$ cat config.mk
export PLATFORM = sky130hd
export DESIGN_NAME = universal_shift_register
export DESIGN_NICKNAME = d
export VERILOG_FILES = /design/src/rtl/universal_shift_register.sv
export SDC_FILE = /design/constraint.sdc
export NUM_CORES = 1
export LEC_CHECK = 0
export BUFFER_PORTS_ARGS = -buffer_cell sky130_fd_sc_hd__buf_2
export CORE_AREA = 4 4 41 43
export DETAILED_ROUTE_END_ITERATION = 10
export DIE_AREA = 0 0 45 47
export SKIP_CTS_REPAIR_TIMING = 1
export SYNTH_ARGS = -nofsm -noshare
export SYNTH_HDL_FRONTEND = slang
export SYNTH_SLANG_ARGS = --single-unit
$ cat constraint.sdc
create_clock -name clk -period 2.1 [get_ports clk]
set_input_delay 0.42 -clock clk [delete_from_list [all_inputs] [get_ports clk]]
set_output_delay 0.42 -clock clk [all_outputs]
set_load 0.01 [all_outputs]
$ cat src/rtl/universal_shift_register.sv
// WIDTH-bit universal shift register: parallel load, shift left, shift right, hold.
// Define USR_ROTATE_EN to make the shifts rotate instead of zero-filling.
module universal_shift_register #(
  parameter int WIDTH = 8
) (
  input  logic             clk,
  input  logic             reset,
  input  logic             shift_left,
  input  logic             shift_right,
  input  logic [WIDTH-1:0] parallel_in,
  output logic [WIDTH-1:0] parallel_out
);

  logic [WIDTH-1:0] data_q;
  logic [WIDTH-1:0] data_d;
  logic             fill_l;
  logic             fill_r;

`ifdef USR_ROTATE_EN
  assign fill_l = data_q[WIDTH-1];
  assign fill_r = data_q[0];
`else
  assign fill_l = 1'b0;
  assign fill_r = 1'b0;
`endif

  // Simultaneous left and right requests are resolved as a hold.
  always_comb begin
    data_d = data_q;
    case ({shift_left, shift_right})
      2'b00:   data_d = parallel_in;
      2'b10:   data_d = {data_q[WIDTH-2:0], fill_l};
      2'b01:   data_d = {fill_r, data_q[WIDTH-1:1]};
      default: data_d = data_q;
    endcase
  end

  always_ff @(posedge clk or negedge reset) begin
    if (!reset) data_q <= '0;
    else        data_q <= data_d;
  end

  assign parallel_out = data_q;

endmodule

# Word level (Yosys, flattened, before mapping)
# Index checks and enable logic that the tools add are counted.
[totals]
in_bits = 12
wordCells = 6
output_inout_bits = 8
regBits = 8
[op_classes]
n_eq_ne = 2
muxes = 1
reduce_logical = 2
[ops]
columns = ["op", "count"]
rows = [
  ["$pmux W8 S3", 1],
  ["$reduce_bool A3 Y1", 1],
  ["$eq A2 B1 Y1 const B", 1],
  ["$eq A2 B2 Y1 const B", 1],
  ["$logic_not A2 Y1", 1],
]

# Logic depth before layout (Yosys ltp)
[depth]
word_depth = 2
ltp_mapped = 5
depth_no_buf = 4

# Worst setup path after synthesis
# OpenSTA, ideal clock, no wires.
[synth_timing]
path_type = "input -> register"
start = "in shift_right"
end = "reg data_q[6], in the netlist parallel_out[6]"
setup_time_ps = 133
arrival_ps = 1218
path_slack_ps = 749
path_buffers = 1
cell_stages = 5
required_time_ps = 1967
path_cell_list = "inv_1 -> ha_1 -> buf_6 -> a211oi_1 -> a221oi_2"
[synth_via]
elab_chain_len = 2
word_cells_on_any_way = 5
classes_between = "eq/ne (2); mux (1); reduce/logical (2)"
[synth_rtl]
columns = ["element", "line", "source"]
rows = [
  ["from (decl)", "9", "input logic shift_right,"],
  ["$eq A2 B1 Y1, or another cell as far along", "30", "case ({shift_left, shift_right})"],
  ["$pmux W8 S3 / $reduce_bool A3 Y1 (equally long branches)", "-", ""],
  ["to (signal assigned)", "40", "else data_q <= data_d;"],
  ["to (decl)", "14", "logic [WIDTH-1:0] data_q;"],
]
# Parallel ways exist; a longest one is shown, timed or not.
# A chain may end at the register's enable or synchronous reset.

# Final worst setup path
[layout_timing]
start = "in shift_right"
end = "reg data_q[1], in the netlist parallel_out[1]"
# Same word-level chain as after synthesis.

==> results by group <==
Status
  • Status: finished, violations left
  • Failing checks: hold timing

Setup path
  • Worst-path cell chain: buf_2 -> inv_1 -> ha_1 -> a221oi_1 -> o31ai_1
  • Max FO, Critical Path: 16
  • Crit. End Element: flip-flop
  • WP data required: 2240 ps
  • Critical Path Start: shift_right
  • Crit-path slowest cell: ha_1
  • Cell family with most CP delay: adder cells
  • Crit path largest cell delay: 540 ps
  • Crit path launch type: input pin
  • Crit path buffers/inverters: 2
  • FF-to-FF Start: parallel_out[2]
  • Worst endpoint data arrival time: 1480 ps
  • Worst reg2reg path depth: 2
  • Critical path depth in cells: 5
  • WS Path Type: in -> reg

Power
  • Pwr Density: 732 nW/um^2
  • Maximum VDD drop: 0.559 mV
  • Sw Pwr: 139 uW
  • Power share of the clock group: 27.1%
  • Pint: 299 uW
  • Net Sw Frac: 31.8%
  • Reg power frac: 46.3%
  • Leak: 0.000282 uW
  • Logic pwr share: 26.6%

Die
  • Die H: 47 um
  • Die footprint: 2120 um^2
  • Die width: 45 um
  • Core Area: 1300 um^2
  • I/O pin count: 20
  • Starting Density: 37.6%
  • Site row count: 13

Route
  • Vias: 440
  • Avg WL per Cell: 13.4 um
  • Drt initial violations: 8
  • DRT Pass-1 Iters: 4
  • Drt drc: 0
  • Vias per cell: 5.30
  • Final WL: 1110 um
  • DRT antenna net count: 0

CTS
  • CTS Sinks: 8
  • CTS Buf Count: 3
  • H-tree levels: 1
  • Clk slew on worst S/H paths: 60 ps
  • CTS root buf: clkbuf_4
  • CTS Buffer Depth: 2
  • CTS tree: built
  • Clock Latency Late Sink: 250 ps

Logic synthesis
  • Mapped Nets: 64
  • Register bit total from synthesis: 8
  • Register area share after synthesis: 40.9%
  • Mapped Avg Cell Area: 9.98 um^2
  • Cell Area, Synth: 489 um^2
  • Count of different cell masters after synthesis: 14
  • Yosys warns: 0
  • Synthesized netlist cell count: 49

Place
  • GPL Wtd Cong: 0.701
  • Cell count after placement: 80
  • Placed Area: 576 um^2
  • Port bufs: 19

Layout
  • Flip-flop count of the largest register after layout: 8
  • Area grow syn2layout: 22.3%
  • Fin area: 598 um^2
  • Layout net count: 85
  • Post-Layout Cell Count: 83
  • FILL cells: 140
  • Antenna fix cells: 0
  • Fraction of layout cells with a size suffix above 1: 33.8%

GRT
  • First-pass GRT wire length: 1710 um
  • Initial antenna violation count: 0
  • Grt ovf: 0
  • Number of global-route vias before repair: 389
  • Largest net degree at the start of global routing: 18
  • GRT Total Usage: 11.2%

Flow run
  • Max cap viols: 0

STA
  • Tmin final: 1340 ps
  • Slew Limit Fails: 0
  • Setup violators final: 0
  • Tcrit/Tclk final: 63.7%
  • Least-Margin Pin Slew: 552 ps
  • Hold_ws: -0.709 ps
  • Clk_skew: 8.16 ps
  • RSZ-0062 raised after global routing: no
  • Fin Setup TNS: 0 ps
  • Top achievable clock speed: 748 MHz
  • Slew margin rel.: 63.2%
  • Final hold viol count: 4

Worst hold path
  • Worst Hold Class: in -> async
-- power groups by stage --
stage | Combinational [uW] | Sequential [uW] | Clock [uW]
6_report | 116 | 203 | 119
4_1_cts | 118 | 201 | 123
3_5_place_dp | 118 | 204 | 0
2_1_floorplan | 63.9 | 211 | 0
5_1_grt | 129 | 206 | 132
3_3_place_gp | 116 | 205 | 0
-- routing by layer --
layer / track usage, % / vias up / part of all wire, %
met5: 0 / - / 0
met4: 0 / 0 / 0
met3: 6.13 / 0 / 7.5
met2: 16.9 / 13 / 43
met1: 15.1 / 206 / 49
li1: - / 221 / -
-- kinds of logic (layout without fill, tap and decap cells) --
logic type      after synthesis  in the layout  synth area share [%]
simple gates                 16             16                  18.2
compound gates               16             16                  25.3
flops                         8              8                  40.9
buf+inv                       6             25                  7.93
fa+ha+maj                     3              3                  7.67
-- layout by cell type (no fill, tap or decap) --
cell,n
a211oi_1,1
o31ai_1,5
ha_1,3
a221oi_2,1
clkbuf_4,3
nand2_1,6
a21oi_1,4
buf_2,19
nor3b_1,1
nand3b_1,2
nor2b_1,7
inv_1,3
dfrtp_1,8
a221oi_1,5
-- worst paths after layout --
| path | to | slack, ps |
|---|---|---|
| worst max-delay path | parallel_out[1] | 760 |
| worst min-delay path | parallel_out[6] | -0.7 |
| worst max register to register | parallel_out[3] | 1120 |
| worst min register to register | parallel_out[3] | 550 |
| max in group asynchronous | parallel_out[4] | 1920 |
| min in group clk | parallel_out[0] | 460 |
-- layout make-up --
class	count	area, um^2	share of cell area, %
Sequential cell	8	200	33.5
Clock buffer	3	22.5	3.77
Multi-Input combinational cell	35	250	41.8
Timing Repair Buffer	19	95.1	15.9
Inverter	3	11.3	1.88
Tap cell	15	18.8	3.14
-- Yosys cell counts --
cell,n,share of area (%)
dfrtp_1,8,41
nor2b_1,7,9.0
nand2_1,6,4.6
a221oi_1,5,9.0
o31ai_1,5,7.7
a21oi_1,4,4.1
ha_1,3,7.7
inv_1,3,2.3
buf_6,2,4.6
nand3b_1,2,3.1
a211oi_1,1,1.5
a221oi_2,1,3.1
buf_2,1,1.0
nor3b_1,1,1.5
-- through the flow --
step	power [uW]	hold WS, ps	util (%)	setup slack [ps]
global route	466	2.38	46.0	691
floorplan	275	124	-	749
global placement	321	274	44.2	522
detailed placement	321	277	44.2	497
CTS	442	0.247	46.0	753
finish	438	-0.709	46.0	763
(Power assumes the default switching activity.)
